[config.mk]
export PLATFORM = sky130hd
export DESIGN_NAME = demux1_4_rr_sched
export DESIGN_NICKNAME = d
export VERILOG_FILES = /design/src/rtl/demux_sched_pkg.sv /design/src/rtl/demux1_4_rr_sched_rr_pick4.sv /design/src/rtl/demux1_4_rr_sched.sv
export SDC_FILE = /design/constraint.sdc
export NUM_CORES = 1
export LEC_CHECK = 0
export CORE_MARGIN = 10
export CORE_UTILIZATION = 49
export DETAILED_ROUTE_END_ITERATION = 10
export PLACE_DENSITY_LB_ADDON = 0.15
export SLEW_MARGIN = 20
export SYNTH_ARGS = -nofsm -noshare
export SYNTH_HDL_FRONTEND = slang
export SYNTH_SLANG_ARGS = --single-unit
[constraint.sdc]
create_clock -name clk -period 4.38 [get_ports clk]
set_input_delay 1.314 -clock clk [delete_from_list [all_inputs] [get_ports clk]]
set_output_delay 1.314 -clock clk [all_outputs]
set_load 0.02 [all_outputs]
[src/rtl/demux_sched_pkg.sv]
// Shared types and helpers for the demux1_4 round-robin scheduler.
// Provides the requester count, select width, FSM state type and a one-hot decoder.
package demux_sched_pkg;

  localparam int NUM_REQ = 4;
  localparam int SEL_W   = 2;

  typedef enum logic {
    IDLE  = 1'b0,
    GRANT = 1'b1
  } state_t;

  function automatic logic [NUM_REQ-1:0] onehot4(input logic [SEL_W-1:0] sel);
    logic [NUM_REQ-1:0] one;
    one = NUM_REQ'(1);
    return one << sel;
  endfunction

endpackage

[src/rtl/demux1_4_rr_sched_rr_pick4.sv]
// Combinational rotating-priority picker: returns the first set request bit
// starting at ptr and wrapping modulo 4.
module rr_pick4
  import demux_sched_pkg::*;
(
  input  logic [NUM_REQ-1:0] req,
  input  logic [SEL_W-1:0]   ptr,
  output logic [SEL_W-1:0]   idx,
  output logic               valid
);

  logic [SEL_W-1:0] cand;

  // Walk from the farthest offset back to ptr so the nearest hit wins.
  always_comb begin
    idx   = '0;
    valid = 1'b0;
    cand  = '0;
    for (int i = NUM_REQ - 1; i >= 0; i--) begin
      cand = ptr + SEL_W'(i);
      if (req[cand]) begin
        idx   = cand;
        valid = 1'b1;
      end
    end
  end

endmodule

[src/rtl/demux1_4_rr_sched.sv]
// Round-robin scheduler driving a demux1_4 select/enable pair with bounded
// bursts and a mandatory idle cycle between grants.
module demux1_4_rr_sched
  import demux_sched_pkg::*;
#(
  parameter int MAX_HOLD = 4,
  parameter int CNT_W    = 4
) (
  input  logic               clk,
  input  logic               rst_n,
  input  logic [NUM_REQ-1:0] req,
  output logic [SEL_W-1:0]   sel,
  output logic               en,
  output logic [NUM_REQ-1:0] gnt,
  output logic               busy
);

  localparam logic [CNT_W-1:0] HOLD_MAX = CNT_W'(MAX_HOLD);

  state_t             state, state_n;
  logic [SEL_W-1:0]   ptr, ptr_n;
  logic [SEL_W-1:0]   sel_n;
  logic               en_n;
  logic [NUM_REQ-1:0] gnt_n;
  logic [CNT_W-1:0]   hold_cnt, hold_cnt_n;
  logic [SEL_W-1:0]   pick_idx;
  logic               pick_valid;
  logic               release_now;

  rr_pick4 u_pick (
    .req   (req),
    .ptr   (ptr),
    .idx   (pick_idx),
    .valid (pick_valid)
  );

  // Drop the grant when the owner lets go, or when its burst is spent and
  // someone else is waiting. Both causes collapse into one release.
  assign release_now = !req[sel] ||
                       ((hold_cnt == HOLD_MAX) && ((req & ~gnt) != '0));

  always_comb begin
    state_n    = state;
    ptr_n      = ptr;
    sel_n      = sel;
    en_n       = en;
    gnt_n      = gnt;
    hold_cnt_n = hold_cnt;
    case (state)
      IDLE: begin
        if (pick_valid) begin
          state_n    = GRANT;
          sel_n      = pick_idx;
          en_n       = 1'b1;
          gnt_n      = onehot4(pick_idx);
          hold_cnt_n = CNT_W'(1);
        end
      end
      GRANT: begin
        if (release_now) begin
          state_n    = IDLE;
          en_n       = 1'b0;
          gnt_n      = '0;
          ptr_n      = sel + SEL_W'(1);
          hold_cnt_n = '0;
        end else if (hold_cnt != HOLD_MAX) begin
          hold_cnt_n = hold_cnt + CNT_W'(1);
        end
      end
      default: begin
        state_n    = IDLE;
        en_n       = 1'b0;
        gnt_n      = '0;
        hold_cnt_n = '0;
      end
    endcase
  end

  always_ff @(posedge clk or negedge rst_n) begin
    if (!rst_n) begin
      state    <= IDLE;
      ptr      <= '0;
      sel      <= '0;
      en       <= 1'b0;
      gnt      <= '0;
      hold_cnt <= '0;
    end else begin
      state    <= state_n;
      ptr      <= ptr_n;
      sel      <= sel_n;
      en       <= en_n;
      gnt      <= gnt_n;
      hold_cnt <= hold_cnt_n;
    end
  end

  assign busy = (state == GRANT);

endmodule

# Word level (Yosys, flattened, before mapping)
# Cells that the tools add are included.
totals:
  register_bits: 14
  in_bits: 6
  output_inout_bits: 8
  word_cells: 64
op_classes:
  add_sub_neg: 5
  n_lt_le_gt_ge: 5
  n_eq_ne: 5
  shifts: 1
  n_mux: 31
  bitwise_logic: 3
  n_reduce_logical: 8
ops:
  columns: ["op", "count"]
  rows:
  - ["two-way mux 4 bit", 5]
  - ["one-hot mux 4 bit (2 select lines)", 2]
  - ["less-than comparator 2 x 3 -> 1 bit, second input constant", 5]
  - ["two-way mux 1 bit", 13]
  - ["binary-select mux 1 bit (select 2 bit)", 5]
  - ["two-way mux 2 bit", 4]
  - ["AND reduction 2 bit", 4]
  - ["adder 2 x 1 -> 2 bit, second input constant", 2]
  - ["adder 2 bit, second input constant", 2]
  - ["adder 4 x 1 -> 4 bit, second input constant", 1]
  - ["bitwise AND 4 bit", 1]
  - ["== test 4 x 3 -> 1 bit, second input constant", 1]
  - ["!= test 4 x 3 -> 1 bit, second input constant", 1]
  - ["NOT 4 bit", 1]
  - ["one-hot mux 1 bit (2 select lines)", 2]
  - ["nonzero test 4 bit", 1]
  - ["<< shifter 1 x 2 -> 4 bit, first input constant", 1]
  - ["!= test 3 x 1 -> 1 bit, second input constant", 1]
  - ["!= test 2 x 1 -> 1 bit, second input constant", 1]
  - ["!= test 2 bit, second input constant", 1]
  - ["logical AND 1 bit", 1]
  - ["zero test 1 bit", 1]
  - ["logical OR 1 bit", 1]
  - ["NOT 1 bit", 1]

# Logic depth before layout (Yosys ltp)
# Gate-level depths: netlist of the first run.
depth:
  word_depth: 10
  mapped_depth: 6
  mapped_depth_nobuf: 6

# Modules after synthesis
# Synthesis of the first run repeated with hierarchy kept, for this count alone.
hier_totals:
  hier_cells: 87
  area_unflattened_um2: 869.6
modules_own_cells:
  columns: ["mod", "instances", "cells_per_inst", "area_each_um2", "seq_area_each_um2"]
  rows:
  - ["demux1_4_rr_sched", 1, 74, 792.0, 350.3]
  - ["rr_pick4", 1, 13, 77.6, 0.0]

# Worst setup path before layout of the first run
# Ideal clock, no wire load.
synth_timing:
  kind: "input port to flip-flop"
  startpoint: "input req[0]"
  endpoint: "register ptr[1]"
  setup_ns: 0.125
  arrival_time_ns: 2.285
  required_time_ns: 4.255
  path_slack_ns: 1.970
  path_stages: 4
  path_buffers: 0
  path_cell_list: "nor2b_1 -> o41ai_4 -> nand2_2 -> mux2_4"
synth_between:
  elab_chain_len: 5
  elab_cells_between_ends: 8
  cone_classes: "mux: 2; bitwise: 1; reduce/logical: 5"
synth_rtl:
  columns: ["item", "line", "rtl"]
  rows:
  - ["start: declaration", "demux1_4_rr_sched.sv:11", "input logic [NUM_REQ-1:0] req,"]
  - ["binary-select mux 1 bit (select 2 bit) or bitwise AND 4 bit (tied branches)", "demux1_4_rr_sched.sv:39, demux1_4_rr_sched.sv:40", null]
  - ["two-way mux 1 bit (implied by the code) or nonzero test 4 bit (tied branches)", "demux1_4_rr_sched.sv:39, demux1_4_rr_sched.sv:40", null]
  - ["zero test 1 bit or logical AND 1 bit (tied branches)", "demux1_4_rr_sched.sv:39, demux1_4_rr_sched.sv:40", null]
  - ["logical OR 1 bit (*)", "demux1_4_rr_sched.sv:39", "assign release_now = !req[sel] ||"]
  - ["AND reduction 2 bit (no line) (*)", null, null]
  - ["end signal: assignment", "demux1_4_rr_sched.sv:89", "ptr <= ptr_n;"]
  - ["end: declaration", "demux1_4_rr_sched.sv:21", "logic [SEL_W-1:0] ptr, ptr_n;"]
# Mark *: on every way between the ends. The rest lies on a longest branch, timed or not. The select of a mux whose other input is x is not followed.
# A chain may end at the register's enable or synchronous reset.

# Worst setup path after layout of the first run
layout_timing:
  startpoint: "input req[3]"
  endpoint: "register sel[1]"
layout_between:
  elab_chain_len: 7
  elab_cells_between_ends: 17
  cone_classes: "mux: 16; reduce/logical: 1"
layout_rtl:
  columns: ["item", "line", "rtl"]
  rows:
  - ["binary-select mux 1 bit (select 2 bit)", "demux1_4_rr_sched_rr_pick4.sv:21", "if (req[cand]) begin"]
  - ["two-way mux 1 bit (implied by the code)", "demux1_4_rr_sched_rr_pick4.sv:21", null]
  - ["two-way mux 1 bit (4 in a row)", "demux1_4_rr_sched_rr_pick4.sv:21", null]
  - ["AND reduction 2 bit (no line)", null, null]
  - ["end signal: assignment", "demux1_4_rr_sched.sv:90", "sel <= sel_n;"]
  - ["end: declaration", "demux1_4_rr_sched.sv:12", "output logic [SEL_W-1:0] sel,"]
# Parallel ways exist; a longest one is shown, timed or not. The select of a mux whose other input is x is not followed.

==> metrics, run 1 <==
outcome complete, no violations; routed via count between 700 and 800; initial detailed-routing violation count 22; final clock skew roughly 0.0019 ns; total global routing overflow 0; drt total wl roughly 2.1 mm; worst path arrival time 3.00 ns; Sink Count 14; element type at the critical path start primary input; PortBufs 13; num rows 15; minimum clock period roughly 2.8 ns; ys flop type dfrtp_1; measured slew at the worst slew-check pin 0.657 ns; post-cts hold buffer count 0; main area contributors after synthesis dfrtp_1 38%, mux2_4 6.5%, o2bb2ai_1 3.8%; share of power burned in the clock network 0.127; Comb power frac 0.528; Post-synth top cells 14 x dfrtp_1, 8 x inv_1, 7 x nand2_1; GRT Util Overall 0.106; Final Cycle Share 0.644; Net Sw Frac 0.435; WP data required 4.56 ns; DRC 0; Die Area 0.00402 mm^2; worst rel slew slack 0.561; Reg power frac 0.345; total CTS buffers 3; post-CTS setup buffers 0; cell internal pwr ~0.42 mW; synthesized area per cell 10.3 um^2; antenna violations before repair 0; number of H-tree levels 1; antenna fix cells 0; Seq/Total Area, Yosys 0.379; RSZ-0062 raised after global routing false; most common cell in the synthesized netlist dfrtp_1; clock-pin slew on the worst setup and hold paths around 0.09 ns; leading area contributor after synthesis dfrtp_1; Hold Fails Final Rpt 0; largest net degree at the start of global routing 15; hold slack 0.531 ns; die width between 60 and 70 um; via density per instance between 5 and 6; Synth Cell Area a little over 900 um^2; Post-Layout Cell Count 130; Post-Place Cells 126; vias in the first global route slightly below 800; HPWL Detailed between 1.5 and 2 mm; Pins Over Slew Limit 0; Lkg Pwr 0.490 nW; count of final setup violators 0; first-pass GRT wire length between 3 and 4 mm; top cell type's share of synthesized area 0.379; CTS Buffer Depth 2; # IOs 14; fraction of layout cells with a size suffix above 1 0.152; core area roughly 0.0018 mm^2; f_max about 350 MHz; Detail Route Antenna Nets 0; Power per Cell Area ~670 mW/mm^2; routability congestion estimate roughly 0.86; fill cell count about 170; Worst Setup Path Type in -> reg; fraction of registers with async set/reset 1.00; CTS resizes 0; yosys warns 0; crit end category flip-flop; worst-case vdd ir drop approximately 450 uV; Hold WC Path Type reg -> reg; chip height ~63 um; syn_nets 98; Clock Root Buffer clkbuf_4; CTS tree yes; worst skew pair latency 0.28 ns; maxcap violations 0; Pre-antenna DRT Iters 5; NetSw around 0.32 mW; initial cell density of the core 0.523; Distinct cells, synth 40; Final TNS setup 0 ns; FF+latch count, synth 14; number of synthesized flops with an enable pin 0; Cells after Synth 90; fin nets 114; WL/cell about 16 um; crit path max fanout 12; Layout area overhead 19.6%
==> cells in the final DEF, fill, tap and decap left out, drive strengths merged, types with 3 or more instances in the layout <==
| cell | instances |
|---|---|
| clkdlybuf4s50 | 13 |
| inv | 8 |
| mux2i | 3 |
| o2bb2ai | 4 |
| clkbuf | 4 |
| o21ai | 3 |
| mux2 | 4 |
| nand2 | 9 |
| a21oi | 4 |
| dfrtp | 14 |
| nor2b | 4 |
| and3b | 3 |
==> layout make-up <==
type | count | area [um^2] | area share
Sequential cell | 14 | 350 | 0.317
Tap cell | 25 | 31.3 | 0.0283
Timing Repair Buffer | 13 | 130 | 0.118
Multi-Input combinational cell | 66 | 527 | 0.477
Clock buffer | 4 | 36.3 | 0.0328
Inverter | 8 | 30.0 | 0.0272
==> registers in the layout, indices dropped and copies added (netlist names) <==
signal / cells
en: 1
ptr: 2
gnt: 4
hold_cnt: 4
busy: 1
sel: 2
==> power by group through the flow <==
stage / Combinational, mW / Clock, mW / Sequential, mW
2_1_floorplan: 0.252 / 0 / 0.272
6_report: 0.392 / 0.0942 / 0.256
5_1_grt: 0.429 / 0.103 / 0.265
4_1_cts: 0.395 / 0.0975 / 0.256
3_3_place_gp: 0.387 / 0 / 0.255
3_5_place_dp: 0.394 / 0 / 0.258
==> layer usage <==
| layer | GRT usage | routed length (um) | share of wire |
|---|---|---|---|
| met1 | 0.113 | 948 | 0.44 |
| met2 | 0.188 | 1070 | 0.50 |
| met3 | 0.0406 | 107 | 0.050 |
| met4 | 0.0328 | 6 | 0.0028 |
| met5 | 0 | 0 | 0 |
==> worst max-delay path: stages <==
cell,delay [ns]
clkdlybuf4s50_1,0.50
or4_4,0.57
nand2_2,0.21
and3b_1,0.24
a21o_1,0.15
==> final timing paths <==
check	slack, ns	cells after the start	to	start
max reg2reg	2.65	6	ptr[1]$_DFFE_PN0P_	hold_cnt[0]$_DFFE_PN0P_
min in group asynchronous	1.43	1	hold_cnt[0]$_DFFE_PN0P_	rst_n
min reg2reg	0.53	2	en$_DFFE_PN0P_	en$_DFFE_PN0P_
max	1.56	5	sel[1]$_DFFE_PN0P_	req[3]
min	0.53	2	en$_DFFE_PN0P_	en$_DFFE_PN0P_
max in group asynchronous	2.53	1	gnt[0]$_DFFE_PN0P_	rst_n
==> kinds of logic after synthesis <==
| family | Yosys count | share of synthesized area |
|---|---|---|
| AOI/OAI and AO/OA | 24 | 0.221 |
| xor gates and xnor gates | 1 | 0.00949 |
| adders and majority gates | 2 | 0.0271 |
| buffers and inverters | 10 | 0.0501 |
| DFF | 14 | 0.379 |
| muxes | 7 | 0.0976 |
| and+or+nand+nor | 32 | 0.215 |
==> per-stage QoR <==
step                      setup slack [ns]   util  cell area (um^2)  total power, mW
after detailed placement              1.28  0.606              1070            0.652
after global placement                1.30  0.606              1070            0.642
after floorplan                       1.97      -               923            0.524
final                                 1.56  0.626              1100            0.743
after global routing                  1.46  0.626              1100            0.797
after CTS                             1.56  0.626              1100            0.749
Note: power is estimated with default switching activity, not from simulation.
==> inputs of run 2 (changes only) <==
--- a/config.mk
+++ b/config.mk
@@ -6,7 +6,7 @@
 export NUM_CORES = 1
 export LEC_CHECK = 0
 export CORE_MARGIN = 10
-export CORE_UTILIZATION = 49
+export CORE_UTILIZATION = 47
 export DETAILED_ROUTE_END_ITERATION = 10
 export PLACE_DENSITY_LB_ADDON = 0.15
 export SLEW_MARGIN = 20
==> constraint.sdc (replaced) <==
create_clock -name clk -period 2.5 [get_ports clk]
set_input_delay 0.75 -clock clk [delete_from_list [all_inputs] [get_ports clk]]
set_output_delay 0.75 -clock clk [all_outputs]
set_load 0.02 [all_outputs]
==> run 2 against run 1 <==
  * Cell count is 1.5% higher
  * Die area is 2.9% higher
  * Setup slack got worse by 1.3 ns
  * Sequential power increased by 75%
  * Cell area grew 1.4%
  * Critical endpoint is now busy
  * Sequential cell count is the same
  * Worst hold slack lost 0.010 ns
  * Critical path depth is 4 lower
  * Clock power grew 78%
==> metrics, run 2 (synthesis results as in run 1) <==
Critical Path Max Stage Delay 0.68 ns (+0.11 ns); Die Area 0.00414 mm^2 (+2.9%); Final TNS setup 0 ns (unchanged); drt total wl 2.04 mm (-4.2%); Power per Cell Area 1180 mW/mm^2 (+76%); Hold Fails Final Rpt 0 (unchanged); Post-Place Cells 128 (+1.6%); total CTS buffers 3 (unchanged); fin nets 116 (+1.8%); FF-to-FF path depth 6 (unchanged); element type at the critical path start flip-flop; WP data required 1.75 ns (-2.81 ns); post-CTS setup buffers 0 (unchanged); Lkg Pwr 0.500 nW (+2.0%); Worst Setup Path Type reg -> out; routability congestion estimate 0.803 (-6.5%); die width 64.3 um (+1.4%); num rows 15 (unchanged); worst-case vdd ir drop 716 uV (+59%); Crit-path slowest cell clkdlybuf4s50_1; Sink Count 14 (unchanged); CTS Buffer Depth 2 (unchanged); Final Cycle Share 0.905; Largest regs gnt: 4 flops, hold_cnt: 4 flops; largest net degree at the start of global routing 15 (unchanged); CP delay by family, top buffers and inverters; initial detailed-routing violation count 48 (+120%); worst path arrival time 1.51 ns (-1.49 ns); antenna violations before repair 0 (unchanged); crit path max fanout 11 (-1); Comb power frac 0.534 (+0.006); WL/cell 15.5 um (-5.7%); RSZ-0062 raised after global routing false; Hold Crit Start en$_DFFE_PN0P_; commonest non-fill, non-tap cell in the layout dfrtp_1; NetSw 0.568 mW (+76%); f_max between 400 and 500 MHz; Cells on Worst Hold Path 2 (unchanged); share of power burned in the clock network 0.127 (about the same); buffers and inverters on the worst path 1 (unchanged); GRT Util Overall 0.106 (-0.000150); Hold WC Path Type reg -> reg; Overall Power 1.33 mW (+78%); chip height 64.3 um (+1.4%); CTS tree yes; # IOs 14 (unchanged); placed cell area 0.00108 mm^2 (+1.4%); antenna fix cells 0 (unchanged); minimum clock period around 2.3 ns; clock-pin slew on the worst setup and hold paths 0.08 ns (about the same); Reg power frac 0.339 (-0.006); Post-Layout Cell Count 132 (+1.5%); Layout Utilization 0.622 (-0.00471); Pins Over Slew Limit 0 (unchanged); CTS resizes 0 (unchanged); crit end category output port; Net Sw Frac 0.429 (-0.00601); Clock Root Buffer clkbuf_4; cell internal pwr 0.757 mW (+80%); Detail Route Antenna Nets 0 (unchanged); Layout area overhead 21.3%; worst rel slew slack 0.565 (+0.00440); post-route cell area 0.00112 mm^2 (+1.4%); total global routing overflow 0 (unchanged); Pre-antenna DRT Iters 4 (-1); number of H-tree levels 1 (unchanged); vias in the first global route 782 (+1.6%); worst skew pair latency 0.29 ns (about the same); first-pass GRT wire length 3.50 mm (+0.60%); Cell Chain, Critical Path clkdlybuf4s50_1; most frequent cells in the layout 14 x dfrtp_1, 13 x clkdlybuf4s50_1, 8 x inv_1, 7 x nand2_1; core area 0.00180 mm^2 (+2.1%); final clock skew 0.00980 ns (+0.00785 ns); HPWL Detailed 1.61 mm (-3.4%); measured slew at the worst slew-check pin 0.650 ns (-0.00659 ns); routed via count 721 (-4.2%); initial cell density of the core 0.513 (-0.0109); reg-to-reg slack, setup 0.86 ns (-1.79 ns); origin of the critical flop-to-flop path hold_cnt[0]$_DFFE_PN0P_; post-cts hold buffer count 0 (unchanged); DRC 0 (unchanged); maxcap violations 0 (unchanged); worst reg2reg endpoint ptr[1]$_DFFE_PN0P_; count of final setup violators 0 (unchanged); via density per instance 5.46 (-5.7%); hold path endpoint en$_DFFE_PN0P_; PortBufs 13 (unchanged); fraction of layout cells with a size suffix above 1 0.168 (+0.0158); outcome complete, no violations
run 2: worst max-delay path by stage:
stage | startpoint | to | slack, ns | cells past startpoint
floorplan | req[0] | ptr[1]$_DFFE_PN0P_ | 0.65 | 4
global placement | req[3] | sel[1]$_DFFE_PN0P_ | 0.008 | 5
detailed placement | req[3] | sel[1]$_DFFE_PN0P_ | -0.004 | 5
CTS | busy$_DFF_PN0_ | busy | 0.23 | 1
global route | busy$_DFF_PN0_ | busy | 0.18 | 1
finish | busy$_DFF_PN0_ | busy | 0.24 | 1
run 2: stage by stage:
step | setup slack (ns) | hold slack, ns
floorplan | 0.654 | 0.454
global placement | 0.00797 | 0.500
CTS | 0.234 | 0.522
detailed placement | -0.00361 | 0.510
finish | 0.237 | 0.520
global route | 0.176 | 0.582
run 2: power by group through the flow:
| stage | clock, mW | sequential (mW) | combinational, mW |
|---|---|---|---|
| 5_1_grt | 0.177 | 0.467 | 0.785 |
| 2_1_floorplan | 0 | 0.477 | 0.442 |
| 3_5_place_dp | 0 | 0.452 | 0.713 |
| 6_report | 0.168 | 0.449 | 0.708 |
| 4_1_cts | 0.172 | 0.449 | 0.718 |
| 3_3_place_gp | 0 | 0.446 | 0.706 |
run 2: tightest hold or removal path: cells and delay by family, from the launching register on:
kind / cells / cell delay [ns]
flip-flops: 1 / 0.38
buffers and inverters: 1 / 0.05
AO/OA/AOI/OAI: 1 / 0.06
run 2: area by class of cell:
class                      count  area [um^2]
clock buffer                   4         36.3
fill                         170          682
inverter                       8         30.0
multi-input combinational     66          527
sequential                    14          350
tap                           25         31.3
timing repair buffer          15          145
run 2: layer usage:
layer | routed length [um] | GRT usage | part of all wire | vias to the layer above
met3 | 80 | 0.0348 | 0.039 | 5
met1 | 963 | 0.123 | 0.47 | 340
met5 | 0 | 0 | 0 | -
met2 | 959 | 0.164 | 0.47 | 10
met4 | 40 | 0.0695 | 0.020 | 0
li1 | - | - | - | 366
